$ cat config.mk
export PLATFORM = sky130hd
export DESIGN_NAME = uart_shift_reg
export DESIGN_NICKNAME = d
export VERILOG_FILES = /design/src/rtl/uart_shift_reg.sv
export SDC_FILE = /design/constraint.sdc
export NUM_CORES = 1
export LEC_CHECK = 0
export CAP_MARGIN = 0
export CORE_MARGIN = 5
export CORE_UTILIZATION = 29
export DETAILED_ROUTE_END_ITERATION = 7
export DONT_BUFFER_PORTS = 1
export HOLD_SLACK_MARGIN = 0.02
export PLACE_DENSITY = 0.53
export REMOVE_ABC_BUFFERS = 1
export SLEW_MARGIN = 10
export SYNTH_ARGS = -nofsm -noshare
export SYNTH_HDL_FRONTEND = slang
export SYNTH_SLANG_ARGS = --single-unit
$ cat constraint.sdc
create_clock -name clk -period 3.7 [get_ports clk]
set_input_delay 1.11 -clock clk [delete_from_list [all_inputs] [get_ports clk]]
set_output_delay 1.11 -clock clk [all_outputs]
set_load 0.05 [all_outputs]
$ cat src/rtl/uart_shift_reg.sv
// Shift register with frame-length counter for the UART datapath.
// Serves as TX serialiser (parallel load) or RX deserialiser (shift in) under a bit-rate strobe.
module uart_shift_reg #(
   parameter int unsigned WIDTH     = 8,
   parameter bit          LSB_FIRST = 1'b1,
   parameter logic        IDLE_VAL  = 1'b1
) (
   input  logic                       clk,
   input  logic                       rst,
   input  logic                       clr,
   input  logic                       start,
   input  logic                       load_par,
   input  logic [WIDTH-1:0]           par_in,
   input  logic                       shift_en,
   input  logic                       ser_in,
   output logic [WIDTH-1:0]           par_out,
   output logic                       ser_out,
   output logic                       busy,
   output logic                       done,
   output logic [$clog2(WIDTH+1)-1:0] count
);

   localparam int unsigned CW = $clog2(WIDTH + 1);

   typedef enum logic [0:0] {StIdle, StShift} state_e;

   state_e           state_q, state_d;
   logic [WIDTH-1:0] data_q, data_d;
   logic [CW-1:0]    count_q, count_d;
   logic             done_q, done_d;

   always_ff @(posedge clk or negedge rst) begin
      if (!rst) begin
         state_q <= StIdle;
         data_q  <= '0;
         count_q <= '0;
         done_q  <= 1'b0;
      end else begin
         state_q <= state_d;
         data_q  <= data_d;
         count_q <= count_d;
         done_q  <= done_d;
      end
   end

   // Priority: clr > start > shift_en; start while busy restarts the frame without done.
   always_comb begin
      state_d = state_q;
      data_d  = data_q;
      count_d = count_q;
      done_d  = 1'b0;
      if (clr) begin
         state_d = StIdle;
         data_d  = '0;
         count_d = '0;
      end else if (start) begin
         state_d = StShift;
         count_d = CW'(WIDTH);
         if (load_par) begin
            data_d = par_in;
         end
      end else if (state_q == StShift && shift_en) begin
         if (LSB_FIRST) begin
            data_d = {ser_in, data_q[WIDTH-1:1]};
         end else begin
            data_d = {data_q[WIDTH-2:0], ser_in};
         end
         count_d = count_q - CW'(1);
         if (count_q == CW'(1)) begin
            state_d = StIdle;
            done_d  = 1'b1;
         end
      end
   end

   assign busy    = (state_q == StShift);
   assign done    = done_q;
   assign count   = count_q;
   assign par_out = data_q;
   assign ser_out = busy ? (LSB_FIRST ? data_q[0] : data_q[WIDTH-1]) : IDLE_VAL;

endmodule

Word level (Yosys, flattened, before mapping) --
Cells that the tools add are included.
Word-level totals: register bits after elaboration 14, bits in latches 0, RAM bits 0, ROM bits 0, input bits 15, logic and storage cells 28, memories kept 0
Cells by class: add/subtract/negate cells 1, $mul 0, divide/modulo/power cells 0, magnitude comparators 0, eq/ne operators 2, shift operators 0, mux-type cells 16, bitwise logic cells 0, reduce and logical (&&, ||, !) cells 5
Operator list (count):
- 8-bit 2-to-1 mux | 4
- 4-bit 2-to-1 mux | 3
- 1-bit 2-to-1 mux | 9
- 3-bit nonzero test | 2
- 4-bit by 1-bit == test with 1-bit output (second input constant) | 1
- 2-bit AND reduction | 2
- 4-bit by 1-bit subtractor with 4-bit output (second input constant) | 1
- 3-bit by 2-bit inequality test with 1-bit output (second input constant) | 1
- 1-bit logical AND | 1

Longest topological paths before layout --
depth in word-level cells 5, depth in mapped cells 5

Worst setup path after synthesis --
No wires, ideal clock.
path kind register -> output, start reg data_q[0], in the netlist par_out[0], end out ser_out, arrival time 1.103 ns, data required time 2.590 ns, path slack 1.487 ns, stages on the path, launching flop included 2, path buffers 0, cells stage by stage dfrtp_1 -> nand2b_1
Between the ends: cells in the longest elaborated chain, start to end 1
Ends and longest elaborated chain:
- from (decl) | RTL line 28 | logic [WIDTH-1:0] data_q, data_d;
- from (signal assigned) | RTL line 40 | data_q <= data_d;
- 1-bit 2-to-1 mux | RTL line 80 | assign ser_out = busy ? (LSB_FIRST ? data_q[0] : data_q[WIDTH-1]) : IDLE_VAL;
- to (decl) | RTL line 17 | output logic ser_out,
No other way between the ends.

Final worst setup path --
start reg state_q, in the netlist busy, end out ser_out
Between the ends: cells in the longest elaborated chain, start to end 1
Ends and longest elaborated chain:
- from (decl) | RTL line 27 | state_e state_q, state_d;
- from (signal assigned) | RTL line 34 | state_q <= StIdle;
- from (signal assigned) | RTL line 39 | state_q <= state_d;
- 1-bit 2-to-1 mux | RTL line 80
No other way between the ends.

==> flow_summary.yaml <==
worst_setup_path:
  cp_max_fo: 5
  critPathBufInv: 0
  crit_chain: "nand2b_1"
  start_kind: "flop"
  crit_family: "flip-flops"
  slowest_stage: "dfrtp_1"
  cp.arrival_ns: 1.46
  worstSetupPathType: "flop to output port"
  cp.required_ns: 2.59
  end_kind: "output port"
  slowest_delay_ns: 0.73
sta:
  max_slew_margin_pct: 60.8
  tightestPinTransition_ns: 0.588
  fin_crit_sh_pct: 69.5
  rsz0062_at_grt: "no"
  fin_tns_setup_ns: 0
  hold_violations: 0
  fmax_mhz: 389
  post-route-min-period_ns: 2.57
  fin_skew_ns: 0.00193
  slew_viol_final: 0
  finalSetupViolCount: 0
finish:
  area_growth_pct: 8.22
  nets: 85
  drive_gt1_share_pct: 20.9
  final_core_util_pct: 32.5
  fin_cells: 97
  fill_cells: 256
  insertedDiodeCount: 0
power_and_ir_drop:
  power_per_cell_area_nw_per_um2: 457
  power.leakage_uw: 0.000375
  max-vdd-ir-drop_mv: 0.248
  p_int_uw: 243
  p_sw_uw: 118
  seq_power_share_pct: 59.4
  power.total_uw: 361
  switching_share_pct: 32.7
  power_frac_comb_pct: 10.4
  pwr-share-clk_pct: 30.2
yosys:
  synthCells: 66
  synth_warnings: 0
  synth_cell_types: 24
  yosys_register_bits: 14
  synth_top_area_share_pct: 47.9
  netlist_area_um2: 731
  synth_area_leader_cell: "dfrtp_1"
  seq_area_frac_synth_pct: 47.9
  syn_area_per_cell_um2: 11.1
  yosys-top-cells-area: "dfrtp_1 (48%), mux2i_1 (12%), mux2_2 (12%), nor2_1 (4.6%), ha_1 (3.4%)"
clock_tree:
  numCtsBuffers: 3
  cts_root_buffer: "clkbuf_4"
  cts_tree: "done"
  clk_pin_slew_ns: 0.09
  postCtsSetupBuffers: 0
  clk-insertion-delay-late_ns: 0.27
  h-tree-depth: 1
  hold_buffers: 0
  clock-sinks: 14
  cts_resized: 0
  clockBufferDepth: 2
global_routing:
  grt_pass1_vias: 505
  gr-usage-all-layers_pct: 9.61
  grt_max_degree: 17
  grt_overflow: 0
  antenna_found_initial: 0
  grt_pass1_wl_um: 2550
drt:
  avgViaCountPerCell: 5.07
  drt_iter0_drc: 6
  wl_met3_um: 161
  met2_length_um: 737
  drt-met1-wl_um: 683
  drt.antenna.violating_nets: 0
  wl_per_cell_um: 16.6
  drt_pass1_iterations: 4
  top_layer: "met4"
  vias: 492
  wl_um: 1610
  drc_errors: 0
die:
  initial_core_util_pct: 30.0
  dieHeight_um: 60.2
  io_pins: 30
  die_x_um: 60.2
  coreArea_um2: 2430
  dieArea_um2: 3620
  placementRows: 18
placed_design:
  place.gp.congestion: 0.669
  dp.cells: 93
  dpl.hpwl_um: 1140
  port_buffers: 0
min_path:
  min_path_type: "input pin to async pin"
status:
  outcome: "complete, no violations"
run:
  drv_cap: 0
==> metal layers <==
layer  up-vias  track usage (%)
met2        28             14.7
li1        233                -
met1       229             11.7
met3         2             3.67
met5         -                0
met4         0             4.75
==> final timing paths <==
path / from / to / slack (ns) / cells after the start
setup / recovery: busy / ser_out / 1.13 / 1
hold / removal: rst / par_out[0] / 0.52 / 0
setup reg to reg: busy / par_out[1] / 1.81 / 3
hold reg to reg: count[3] / count[3] / 0.87 / 2
max in group asynchronous: rst / par_out[5] / 3.11 / 0
min in group clk: count[3] / count[3] / 0.87 / 2
==> cell families after synthesis <==
family / share of synthesized area, %
flip-flops: 47.9
multiplexers: 24.7
AO/OA/AOI/OAI: 5.65
AND/OR/NAND/NOR: 12.5
buffers and inverters: 3.42
adder cells (fa/ha/maj): 3.42
XOR/XNOR: 2.40
==> flip-flops by register name, indices dropped and copies added, names as in the netlist <==
name     cells
par_out      8
busy         1
done         1
count        4
==> placed cells by master, fill, tap and decap left out, types with 2 or more instances in the layout <==
cell type	instances
or3_1	2
ha_1	2
nor2_1	9
dfrtp_1	14
clkbuf_4	3
mux2_2	8
inv_1	3
nor3_1	2
mux2i_1	9
==> power groups by stage <==
stage                     combinational [µW]  sequential [µW]  clock, µW
after global placement                  37.3              218          0
after floorplan                         33.7              215          0
after detailed placement                37.8              218          0
after CTS                               38.0              215        116
after global routing                    42.0              217        121
final                                   37.5              215        109
==> cells in the mapped netlist <==
cell / count
xnor2_1: 1
o21bai_1: 1
or3_1: 2
nand3_1: 1
nand2_1: 1
o21ai_2: 1
ha_1: 2
nand2b_1: 1
buf_2: 2
dfrtp_1: 14
nor4_1: 1
xor2_1: 1
inv_1: 3
o21ai_0: 1
mux2_2: 8
a41oi_1: 1
mux2i_1: 9
nand2_2: 1
a21oi_1: 1
nor2_1: 9
nor3b_1: 1
a31oi_1: 1
nor3_1: 2
clkbuf_1: 1
==> stage by stage <==
stage | hold slack [ns] | cell area (µm²) | setup slack (ns)
3_5_place_dp | 0.815 | 754 | 1.43
5_1_grt | 0.491 | 791 | 1.06
2_1_floorplan | 0.814 | 717 | 1.49
4_1_cts | 0.502 | 791 | 1.11
3_3_place_gp | 0.815 | 754 | 1.46
6_report | 0.517 | 791 | 1.13
==> cell type report <==
cell class	count	area (µm²)	share of cell area (%)
multi-input combinational	46	355	44.9
clock buffer	4	36.3	4.59
inverter	3	11.3	1.42
sequential	14	350	44.3
tap	30	37.5	4.75
(Power assumes the default switching activity.)
==> patch 1: new RTL, same flow settings <==
Make the reset (`rst`) synchronous in one clocked block.
--- a/src/rtl/uart_shift_reg.sv
+++ b/src/rtl/uart_shift_reg.sv
@@ -30,5 +30,5 @@
    logic             done_q, done_d;
 
-   always_ff @(posedge clk or negedge rst) begin
+   always_ff @(posedge clk) begin
       if (!rst) begin
          state_q <= StIdle;
Behaviour: differs if rst is asserted again (counterexample within 4 cycles, from zero or initial values and one cycle with rst low); with rst held inactive, the same outputs for 10 cycles.
==> patch 1 against the unedited design <==
  * Sequential cell count unchanged
  * Sequential power down 18%
  * Cell area down 4.9%
  * Area after synthesis down 0.86%
  * Final cell count up 1.0%
  * Worst setup slack worse by 0.058 ns
  * Clock power up 7%
  * Via count up 6.7%
  * Count of clock-buffer cells in the layout unchanged
  * Wire length up 0.19%
  * Die area down 0.71%
  * Total power down 11%
  * Register-to-register slack worse by 0.02 ns
==> patch 1: results (changes against the unedited design) <==
outcome complete, no violations (unchanged); RR Startpoint busy (unchanged); R2R Path End par_out[7] (was par_out[1]); post-synthesis sequential area ratio 38.69% (was 47.95%); postcts setup bufs 0 (unchanged); post-detailed-placement half-perimeter wirelength 1148 µm (was 1143 µm); IO Port Bufs 0 (unchanged); antenna violations before repair 0 (unchanged); Inserted Diodes 0 (unchanged); cts bufs inserted 3 (unchanged); LEAKAGE 0.2663 nW (was 0.3751 nW); slew margin rel. 50.21% (was 60.82%); share of cells above drive strength 1 17.65% (was 20.90%); Distinct cells, synth 27 (was 24); Sw Share 29.54% (was 32.71%); peak supply drop 0.2155 mV (was 0.2483 mV); Crit Path Max Fanout 8 (was 5); fraction of registers with async set/reset 0% (was 100.0%); post-CTS sizing 0 (unchanged); Tot Pwr 0.0003232 W (was 0.0003614 W); clk slew on worst S/H paths 0.09 ns (about the same); placed cell area 715.7 µm² (was 754.5 µm²); initial DRC count 28 (was 6); vias per cell 5.357 (was 5.072); CTS max path bufs 2 (unchanged); worst hold endpoint count[3]; HP Class register to register (was input pin to async pin); clock power share 36.1% (was 30.2%); largest net degree at the start of global routing 17 (unchanged); sequential share of power 54.5% (was 59.4%); Pre-Repair DR Iteration Count 4 (unchanged); Post-layout nets 86 (was 85); Worst R2R Setup Slack 1.79 ns (was 1.81 ns); FF-to-FF path depth 3 (unchanged); gpl congestion 0.7538 (was 0.6690); first-pass GRT wire length 2753 µm (was 2546 µm); Synth top cells by count dfxtp_1, nor3_1, a211oi_2, mux2i_1 (was dfrtp_1, mux2i_1, nor2_1, mux2_2, inv_1); Slowest-stage cell, CP dfxtp_1 (was dfrtp_1); wire per inst 16.46 µm (was 16.60 µm); vias in the first global route 553 (was 505); most common cell in the synthesized netlist dfxtp_1 (was dfrtp_1); Die Wd 59.98 µm (was 60.20 µm); Worst Skew 0.0007952 ns (was 0.001930 ns); Residual DRC 0 (unchanged); CTS H-tree lvls 1 (unchanged); family with the most delay on the worst path flip-flops (unchanged); Hold Startpoint count[3]; synth warn 0 (unchanged); CTS Root Cell clkbuf_4 (unchanged); Total Routing Usage GR 10.31% (was 9.615%); latest clock arrival within the worst-skew pair 0.29 ns (was 0.27 ns); top post-synthesis cells by area dfxtp_1, a211oi_2, mux2i_1, nor3_1, buf_6 (was dfrtp_1, mux2i_1, mux2_2, nor2_1, ha_1); Hold Path Stages 2; max incr delay on CP 0.75 ns (was 0.73 ns); max FFs per register 8 (unchanged); worst path arrival time 1.52 ns (was 1.46 ns)
patch 1: cell count changes in the layout (fill, tap and decap cells not counted), sizes merged, moves of 2 or more:
cell and delta:
o21ai -2, dfrtp -14, nor2 -8, a211oi +8, nor3 +8, dfxtp +14, mux2 -8
patch 1: kinds of logic after synthesis:
logic type	share of synthesized area (%)
adders and majority gates	3.454
xor gates and xnor gates	2.418
muxes	11.05
buffers and inverters	7.943
AOI/OAI and AO/OA	17.79
and+or+nand+nor	18.65
DFF	38.69
patch 1: worst max-delay path by stage:
stage | slack (ns) | endpoint | start | cells past startpoint
6_report | 1.07 | ser_out | busy | 1
5_1_grt | 1.00 | ser_out | busy | 1
4_1_cts | 1.07 | ser_out | busy | 1
3_5_place_dp | 1.39 | ser_out | busy | 1
3_3_place_gp | 1.39 | ser_out | busy | 1
2_1_floorplan | 1.45 | ser_out | busy | 1
patch 1: area by class of cell:
class	instances	area (µm²)
inverter	3	11.26
fill	256	1680
multi-input combinational	47	386.6
clock buffer	4	36.28
tap	30	37.54
sequential	14	280.3
patch 1: per-stage QoR:
stage          cells  utilization [%]  hold WS, ns  worst slack (ns)
4_1_cts           98            30.92       0.7782             1.067
3_3_place_gp      94            29.42       0.7476             1.394
3_5_place_dp      94            29.42       0.7689             1.387
6_report          98            30.92       0.7732             1.070
5_1_grt           98            30.92       0.8252             1.002
2_1_floorplan     64                -       0.7270             1.452
patch 1: layer usage:
| layer | global-route usage (%) | vias to the layer above | routed length [µm] |
|---|---|---|---|
| met4 | 1.899 | 0 | 8 |
| met5 | 0 | - | 0 |
| met3 | 6.695 | 2 | 200 |
| met2 | 15.43 | 30 | 696 |
| met1 | 12.45 | 240 | 708 |
| li1 | - | 253 | - |
==> patch 2: new RTL, same settings <==
Without the edit above. `WIDTH`: 8 -> 16.
--- a/src/rtl/uart_shift_reg.sv
+++ b/src/rtl/uart_shift_reg.sv
@@ -2,5 +2,5 @@
 // Serves as TX serialiser (parallel load) or RX deserialiser (shift in) under a bit-rate strobe.
 module uart_shift_reg #(
-   parameter int unsigned WIDTH     = 8,
+   parameter int unsigned WIDTH     = 16,
    parameter bit          LSB_FIRST = 1'b1,
    parameter logic        IDLE_VAL  = 1'b1
Interface: changed (resized count, par_in and par_out); port bits go from 30 to 47. The function was not compared with the original's and may differ.
==> patch 2 against the unedited design <==
  * Wire length up 62%
  * Via count up 58%
  * Critical endpoint unchanged
  * Combinational power up 82%
  * Cell area up 67%
  * Worst setup slack worse by 0.029 ns
  * Die area up 59%
  * Area after synthesis up 72%
  * Total power up 62%
  * Sequential cell count up 9
  * Highest routed layer is now met3
  * First-iteration DRC count rose to 3.8 times the old value
==> patch 2: results (changes against the unedited design) <==
outcome complete, no violations (unchanged); cts bufs inserted 3 (unchanged); vias in the first global route 824 (was 505); Synth top cells by count dfrtp_1, nor2_1, mux2i_1, mux2_4, mux2_2 (was dfrtp_1, mux2i_1, nor2_1, mux2_2, inv_1); worst path arrival time 1.49 ns (was 1.46 ns); initial DRC count 23 (was 6); CTS H-tree lvls 1 (unchanged); CTS max path bufs 2 (unchanged); synth warn 0 (unchanged); share of cells above drive strength 1 21.15% (was 20.90%); Crit Path Max Fanout 7 (was 5); Inserted Diodes 0 (unchanged); IO Port Bufs 0 (unchanged); Post-layout nets 130 (was 85); clk slew on worst S/H paths 0.08 ns; latest clock arrival within the worst-skew pair 0.26 ns; post-CTS sizing 0 (unchanged); Slew @ Worst Pin 0.6616 ns (was 0.5877 ns); Pre-Repair DR Iteration Count 4 (unchanged); peak supply drop 0.1700 mV (was 0.2483 mV); Main synth FF type dfrtp_1 (unchanged); HP Class input pin to async pin (unchanged); LEAKAGE 0.6367 nW (was 0.3751 nW); Distinct cells, synth 28 (was 24); post-synthesis sequential area ratio 45.86% (was 47.95%); Total Routing Usage GR 9.493% (was 9.615%); Worst Skew 0.003614 ns (was 0.001930 ns); Layout fillers 454 (was 256); gpl congestion 0.7151 (was 0.6690); via count 775 (was 492); max incr delay on CP 0.75 ns (was 0.73 ns); largest net degree at the start of global routing 24 (was 17); DP Worst Slack 1.365 ns (was 1.427 ns); wire per inst 16.72 µm (was 16.60 µm); first-pass GRT wire length 4140 µm (was 2546 µm); fraction of registers with async set/reset 100.0% (unchanged); antenna violations before repair 0 (unchanged); Slowest-stage cell, CP dfrtp_1 (unchanged); CTS Root Cell clkbuf_8 (was clkbuf_4); postcts setup bufs 0 (unchanged); top post-synthesis cells by area dfrtp_1, mux2i_1, mux2_4, nor2_1, mux2_2 (was dfrtp_1, mux2i_1, mux2_2, nor2_1, ha_1); family with the most delay on the worst path flip-flops (unchanged); max FFs per register 16 (was 8); post-detailed-placement half-perimeter wirelength 1892 µm (was 1143 µm)
==> patch 2: worst paths after layout <==
check	from	to	slack, ns	cells after the start
hold reg to reg	count[4]	count[4]	0.85	2
hold / removal	rst	par_out[15]	0.53	0
setup / recovery	busy	ser_out	1.10	1
setup reg to reg	busy	par_out[7]	1.65	3
min in group clk	count[4]	count[4]	0.85	2
max in group asynchronous	rst	count[3]	3.09	0
==> patch 2: through the flow <==
step,instances,cell area [µm²]
floorplan,100,1207
global placement,152,1272
detailed placement,152,1272
CTS,156,1318
global route,156,1318
finish,156,1318
==> patch 2: power by group <==
part	internal (W)	switching (W)	leakage, nW
Clock	0.0000767	0.0000780	0.0228
Combinational	0.0000411	0.0000271	0.308
Sequential	0.000269	0.0000926	0.306
==> patch 2: cell type report <==
type,instances,area [µm²],area share (%)
clock buffer,4,45.04,3.419
sequential,23,575.6,43.68
multi-input combinational,73,616.8,46.82
tap,52,65.06,4.938
inverter,4,15.01,1.140
==> patch 2: routing by layer <==
metal	part of all wire [%]	GRT usage, %	vias up
li1	-	-	366
met3	9.0	3.562	0
met1	42	12.33	382
met2	49	15.21	27
met4	0	1.748	0
met5	0	0	-
==> patch 2: cells by family (layout without fill, tap and decap cells) <==
kind of cell    after synthesis  in the layout  synth area share (%)
xor+xnor                      2              2                 1.396
compound gates               10             10                 5.485
simple gates                 27             27                 10.17
flops                        23             23                 45.86
mux                          32             32                 30.11
buf+inv                       9              8                 4.984
fa+ha+maj                     2              2                 1.994
